$ cat config.mk
export PLATFORM = sky130hd
export DESIGN_NAME = cmp_iter
export DESIGN_NICKNAME = d
export VERILOG_FILES = /design/src/rtl/cmp_iter.sv
export SDC_FILE = /design/constraint.sdc
export NUM_CORES = 1
export LEC_CHECK = 0
export ABC_AREA = 1
export CAP_MARGIN = 40
export CORE_MARGIN = 2
export CORE_UTILIZATION = 45
export DETAILED_ROUTE_END_ITERATION = 12
export PLACE_DENSITY = 0.76
export SLEW_MARGIN = 20
export SYNTH_ARGS = -nofsm -noshare
export SYNTH_HDL_FRONTEND = slang
export SYNTH_SLANG_ARGS = --single-unit
$ cat constraint.sdc
create_clock -name clk -period 2 [get_ports clk]
set_input_delay 0.2 -clock clk [delete_from_list [all_inputs] [get_ports clk]]
set_output_delay 0.2 -clock clk [all_outputs]
set_load 0.1 [all_outputs]
$ cat src/rtl/cmp_iter.sv
// Iterative magnitude comparator: walks the operands S bits per cycle from
// the most significant slice down and stops at the first differing slice.
module cmp_iter #(
    parameter int N = 32,
    parameter int S = 4
) (
    input  logic         clk,
    input  logic         rst_n,
    input  logic         in_valid,
    output logic         in_ready,
    input  logic [N-1:0] a,
    input  logic [N-1:0] b,
    input  logic [2:0]   op,
    input  logic         is_signed,
    output logic         out_valid,
    input  logic         out_ready,
    output logic         result,
    output logic         lt,
    output logic         eq,
    output logic         gt,
    output logic         err
);
    localparam int NS = N / S;
    localparam int IW = (NS > 1) ? $clog2(NS) : 1;
    localparam logic [N-1:0] MSB_MASK = {1'b1, {(N-1){1'b0}}};

    generate
        if (S < 1 || S > N || (N % S) != 0) begin : g_bad_params
            $error("cmp_iter: N must be a non-zero multiple of S");
        end
    endgenerate

    // Handshake: a transfer happens on a rising edge where valid && ready are
    // both high; valid never depends on ready, and in_ready / out_valid are
    // pure decodes of the state register.
    typedef enum logic [1:0] {IDLE, SCAN, DONE} state_t;

    state_t         state, state_nx;
    logic [N-1:0]   a_q, b_q;
    logic [2:0]     op_q;
    logic [IW-1:0]  idx;
    logic           lt_q, eq_q, gt_q;
    logic [S-1:0]   sa, sb;
    logic           accept;

    assign sa     = a_q[int'(idx)*S +: S];
    assign sb     = b_q[int'(idx)*S +: S];
    assign accept = in_valid && (state == IDLE);

    always_comb begin
        state_nx = state;
        case (state)
            IDLE:    if (in_valid) state_nx = SCAN;
            SCAN:    if (sa != sb || idx == '0) state_nx = DONE;
            DONE:    if (out_ready) state_nx = IDLE;
            default: state_nx = IDLE;
        endcase
    end

    always_ff @(posedge clk) begin
        if (!rst_n) begin
            state <= IDLE;
            a_q   <= '0;
            b_q   <= '0;
            op_q  <= '0;
            idx   <= '0;
            lt_q  <= 1'b0;
            eq_q  <= 1'b0;
            gt_q  <= 1'b0;
        end else begin
            state <= state_nx;
            if (accept) begin
                // Flipping the sign bit maps two's-complement order onto unsigned order.
                a_q  <= is_signed ? (a ^ MSB_MASK) : a;
                b_q  <= is_signed ? (b ^ MSB_MASK) : b;
                op_q <= op;
                idx  <= IW'(NS - 1);
                lt_q <= 1'b0;
                eq_q <= 1'b0;
                gt_q <= 1'b0;
            end else if (state == SCAN) begin
                if (sa != sb) begin
                    lt_q <= (sa < sb);
                    gt_q <= (sa > sb);
                    eq_q <= 1'b0;
                end else if (idx == '0) begin
                    lt_q <= 1'b0;
                    gt_q <= 1'b0;
                    eq_q <= 1'b1;
                end else begin
                    idx <= idx - 1'b1;
                end
            end
        end
    end

    logic raw_result;

    always_comb begin
        raw_result = 1'b0;
        case (op_q)
            3'd0:    raw_result = eq_q;
            3'd1:    raw_result = !eq_q;
            3'd2:    raw_result = lt_q;
            3'd3:    raw_result = lt_q | eq_q;
            3'd4:    raw_result = gt_q;
            3'd5:    raw_result = gt_q | eq_q;
            default: raw_result = 1'b0;
        endcase
    end

    assign in_ready  = (state == IDLE);
    assign out_valid = (state == DONE);
    assign result    = out_valid & raw_result;
    assign lt        = out_valid & lt_q;
    assign eq        = out_valid & eq_q;
    assign gt        = out_valid & gt_q;
    assign err       = out_valid & (op_q > 3'd5);

endmodule

* After elaboration in Yosys (flattened, before gate mapping)
Cells that the tools add are included. W data, S select, Z words.
Word-level totals: register bits 75, latch bits 0, memory bits (writable) 0, ROM bits 0, input bits 72, output and inout port bits 7, logic and storage cells 65, memories 0
Operators by class: add/sub/neg operators 1, $mul 0, divide/modulo/power cells 0, $lt $le $gt $ge 3, equal/unequal tests 13, shift-type cells 2, multiplexer cells 16, bitwise operators 10, reductions and logical operators 12
Operator list (count):
- $mux W32 | 2
- $shiftx A32 B6 Y4 | 2
- $mux W3 | 4
- $ne A2 B2 Y1 const B | 4
- $eq A3 B2 Y1 const B | 2
- $eq A3 B3 Y1 const B | 2
- $logic_not A3 Y1 | 2
- $mux W2 | 3
- $pmux W1 S6 | 1
- $pmux W2 S3 | 1
- $reduce_and A3 Y1 | 2
- $and A1 B1 Y1 | 5
- $mux W1 | 5
- $gt A4 B4 Y1 | 1
- $lt A4 B4 Y1 | 1
- $ne A4 B4 Y1 | 1
- $reduce_bool A2 Y1 | 2
- $eq A3 B1 Y1 const B | 1
- $gt A3 B3 Y1 const B | 1
- $not A1 Y1 | 3
- $sub A3 B1 Y3 const B | 1
- $eq A2 B1 Y1 const B | 1
- $eq A2 B2 Y1 const B | 1
- $logic_not A2 Y1 | 1
- 7 further kinds | 8

* Longest topological paths before layout
Gate-level depths: netlist of run 1.
depth after elaboration 5, gate-level depth with buffers 15, gate-level depth less buffers 13

* Least setup slack after synthesis of run 1
No wires, ideal clock.
path type reg-to-output, start point register state[1], end point output port err, arrival 2.623 ns, data required time 1.800 ns, setup slack -0.823 ns, cell stages (with the launch flop) 3, path buffers 0, path through dfxtp_1 > nand2_1 > nor3_1
On the way: cells in the longest elaborated chain, start to end 2
RTL lines:
- start, declared | line 38 | state_t state, state_nx;
- start signal, assigned | line 71 | state <= state_nx;
- $eq A2 B2 Y1 | line 113 | assign out_valid = (state == DONE);
- $and A1 B1 Y1 | line 118 | assign err = out_valid & (op_q > 3'd5);
- end, declared | line 21 | output logic err
Every way passes these cells.

* Worst setup path after layout of run 1
start point register idx[0], end point register idx[0]
On the way: cells in the longest elaborated chain, start to end 5, elaborated cells between the ends (all ways) 12, classes of those cells add/sub: 1; eq/ne: 3; shift: 2; mux: 4; reduce/logical: 2
RTL lines:
- start, declared | line 41 | logic [IW-1:0] idx;
- start signal, assigned | line 77 | idx <= IW'(NS - 1);
- start signal, assigned | line 91 | idx <= idx - 1'b1;
- parallel branches: the longest is 5 deep, another holds $shiftx A32 B6 Y4
Parallel ways; which one is timed is not known. The select of a mux whose other input is x is not followed. A chain may end at the register's enable or synchronous reset.

==> results of run 1 <==
-- stage by stage --
| step | area, µm² | std cells |
|---|---|---|
| 6_report | 4730 | 671 |
| 3_5_place_dp | 4370 | 652 |
| 4_1_cts | 4590 | 668 |
| 2_1_floorplan | 3430 | 487 |
| 3_3_place_gp | 4370 | 652 |
| 5_1_grt | 4730 | 671 |
-- power groups by stage --
stage | Clock [mW] | Sequential [mW] | Combinational [mW]
2_1_floorplan | 0 | 1.75 | 0.738
3_3_place_gp | 0 | 1.79 | 1.04
3_5_place_dp | 0 | 1.79 | 1.07
4_1_cts | 1.15 | 1.76 | 1.10
5_1_grt | 1.20 | 1.79 | 1.39
6_report | 1.13 | 1.77 | 1.25
-- cell type report --
| type | count | area share (%) |
|---|---|---|
| Clock buffer | 11 | 2.99 |
| Clock inverter | 5 | 1.11 |
| Inverter | 19 | 1.59 |
| Multi-Input combinational cell | 362 | 37.1 |
| Sequential cell | 75 | 31.9 |
| Tap cell | 99 | 2.62 |
| Timing Repair Buffer | 100 | 22.7 |
-- worst min path at each step --
stage          endpoint  depth (start not counted)
2_1_floorplan   a_q[10]                          2
3_5_place_dp     b_q[5]                          2
4_1_cts          a_q[3]                          3
6_report        b_q[15]                          3
3_3_place_gp    b_q[21]                          2
5_1_grt         b_q[16]                          3
-- sequential cells by signal (all words and copies together), names as in the netlist --
register	flops
gt_q	1
state	2
lt_q	1
eq_q	1
op_q	3
b_q	32
a_q	32
idx	3
-- layer usage --
metal,wire length [µm],vias up
li1,-,1762
met1,3830,1504
met2,4080,95
met3,455,22
met4,253,0
met5,0,-
-- what timing repair did --
action | 4_1_cts | 5_1_grt
cloned | 0 | 1
resized for setup | 13 | 37
endpoints found under the setup margin | 8 | 8
setup buffers | 0 | 2
pin swaps | 0 | 12
-- Yosys cell counts, drive strengths merged --
cell,number
o21ai,106
o21bai,1
nor3,2
xnor2,2
xor2,1
o22ai,10
dfxtp,75
nand2,36
inv,18
a21oi,11
nand3,7
clkbuf,12
buf,19
clkinv,1
nand4,2
nor2,171
o211ai,5
or2,2
ha,6
-- cell families (layout without fill, tap and decap cells) --
| group | count (synthesis) | after routing | share of synthesized area [%] |
|---|---|---|---|
| AOI/OAI and AO/OA | 133 | 133 | 20.3 |
| xor gates and xnor gates | 3 | 3 | 0.769 |
| adders and majority gates | 6 | 6 | 2.20 |
| buffers and inverters | 50 | 135 | 7.40 |
| DFF | 75 | 75 | 44.0 |
| and+or+nand+nor | 220 | 220 | 25.4 |
-- critical path, cell delays in order, from the launching register on --
cell,delay (ns)
sky130_fd_sc_hd__dfxtp_4,0.44
sky130_fd_sc_hd__inv_4,0.07
sky130_fd_sc_hd__buf_12,0.13
sky130_fd_sc_hd__o21ai_0,0.16
sky130_fd_sc_hd__o22ai_1,0.09
sky130_fd_sc_hd__nand2_1,0.08
sky130_fd_sc_hd__nand2_1,0.09
sky130_fd_sc_hd__ha_4,0.29
sky130_fd_sc_hd__nand2_4,0.06
sky130_fd_sc_hd__nor2_4,0.19
sky130_fd_sc_hd__nand3_4,0.12
sky130_fd_sc_hd__nand2_2,0.09
sky130_fd_sc_hd__nand3_2,0.06
sky130_fd_sc_hd__nand2_1,0.07
sky130_fd_sc_hd__inv_1,0.03
==> flow_summary.json, run 1 <==
{
  "numClockSinks": 75,
  "final-max-slew-violation-count": 0,
  "timing.reg2reg.setup_slack_ns": -0.06,
  "insertedDiodeCount": 0,
  "outcome": "complete, but fails checks",
  "power.share.combinational_pct": 30.1,
  "vias": 3383,
  "power_frac_seq_pct": 42.6,
  "most_common_cell_after_layout_fill_and_taps_aside": "sky130_fd_sc_hd__nor2_1",
  "antenna_found_initial": 0,
  "vias_per_cell": 5.04,
  "yosysTopAreaCell": "sky130_fd_sc_hd__dfxtp_1",
  "fin_worst_skew_ns": 0.00663,
  "worst_skew_pair_latency_ns": 0.35,
  "cp-startpoint": "idx[0]",
  "worst_setup_path_end_kind": "flip-flop",
  "ys_seq_area_share_pct": 44.0,
  "drt-wirelength-per-cell_um": 12.8,
  "worst-path-max-fanout": 9,
  "dpl_worst_slack_ns": -0.227,
  "storage_cell_area_mm2": 0.00151,
  "yosys-top-cells-area": "sky130_fd_sc_hd__dfxtp_1 (44%), sky130_fd_sc_hd__nor2_1 (19%), sky130_fd_sc_hd__o21ai_0 (8.9%), sky130_fd_sc_hd__o21ai_1 (6.6%), sky130_fd_sc_hd__nand2_1 (3.7%)",
  "timing.hold.worst.class": "in2reg",
  "detail_route.iter0.violations": 143,
  "drc_errors": 0,
  "worst_ep_required_time_ns": 2.25,
  "cp_capture_point": "idx[0]",
  "initial_utilization_pct": 46.8,
  "post-route-worst-setup-slack_ns": -0.0644,
  "final-hold-violation-count": 0,
  "cts.path.max_buffers": 2,
  "core_area_mm2": 0.00729,
  "internal-power_mw": 2.82,
  "summed_negative_setup_slack_over_all_endpoints_ns": -0.311,
  "detail-route-antenna-nets": 0,
  "fillerInstances": 640,
  "synth_seq_cells": 75,
  "power-per-cell-area_mw_per_mm2": 878,
  "grtUsageTotal_pct": 20.8,
  "worst-r2r-cell-count": 14,
  "max_cap_violations": 0,
  "cts_max_level": 3,
  "grt_start_max_net_pins": 42,
  "multi_input_comb_area_mm2": 0.00175,
  "cts.clk_slew.worst_paths_ns": 0.07,
  "cts_hold_repair.buffers": 0,
  "synth_cell_type_count": 26,
  "design_power_total_mw": 4.15,
  "detail_route.wirelength_um": 8620,
  "grt_util_met1_pct": 25.7,
  "grt_most_used_layer": "met2",
  "crit_type": "reg2reg",
  "drtPass1Iterations": 4,
  "maxClockFrequency_mhz": 484,
  "routabilityCongestion": 0.891,
  "finalSetupViolCount": 7,
  "yosys_top_cell_area_share_pct": 44.0,
  "peakVddDrop_mv": 0.451,
  "maxSlewHeadroom_pct": 66.0,
  "synth_nets": 565,
  "power_frac_clock_pct": 27.3,
  "drive_gt1_share_pct": 12.9,
  "syn_inst": 487,
  "use_met3_pct": 4.40,
  "layout.nets": 645,
  "synthesis.area_per_instance_um2": 7.01,
  "io-pin-count": 79,
  "grt_setup_unrepaired": "true",
  "clock_tree.root_cell": "sky130_fd_sc_hd__clkbuf_8",
  "crit-reg2reg-capture": "idx[0]",
  "grtUsageMet2_pct": 35.2,
  "dieArea_mm2": 0.00830,
  "worst_hold_startpoint": "rst_n",
  "netSwitchingFraction_pct": 32.0,
  "synthesis.area_mm2": 0.00342,
  "finalWorstPathRequiredPeriod_ns": 2.06,
  "clock_tree_from_tritoncts": "done",
  "grt_first_pass_wirelength_um": 14000,
  "grt_overflow_total": 0,
  "numPortBuffers": 78,
  "worst_slew_pin_slew_ns": 0.511,
  "areaGrowthSynthToFinish_pct": 38.4,
  "cp.arrival_ns": 2.32,
  "yosysWarnings": 0,
  "netSwitchingPower_mw": 1.33,
  "cts_buffers": 9,
  "rr_startpoint": "idx[0]",
  "fin_hold_ws_ns": 0.360,
  "leading_cell_types_in_the_layout_fill_and_taps_excluded": "sky130_fd_sc_hd__nor2_1 (164), sky130_fd_sc_hd__dfxtp_1 (73), sky130_fd_sc_hd__clkdlybuf4s50_1 (70)",
  "row_count": 31,
  "violated_checks": "negative setup slack",
  "die_w_um": 91.1,
  "dpl.hpwl_um": 6340,
  "number_of_global_route_vias_before_repair": 3104,
  "static-leakage-power_nw": 1.92,
  "fin_util_pct": 64.8,
  "crit_path_start_kind": "flip-flop",
  "die_h_um": 91.1,
  "final.period_utilization_pct": 103
}
Power figures use the tool's default switching activity.
==> run 2, diff against run 1 <==
CAP_MARGIN = 20   (was 40)
==> results of run 2 <==
No change in the layout: final DEF, timing and power equal those of run 1.
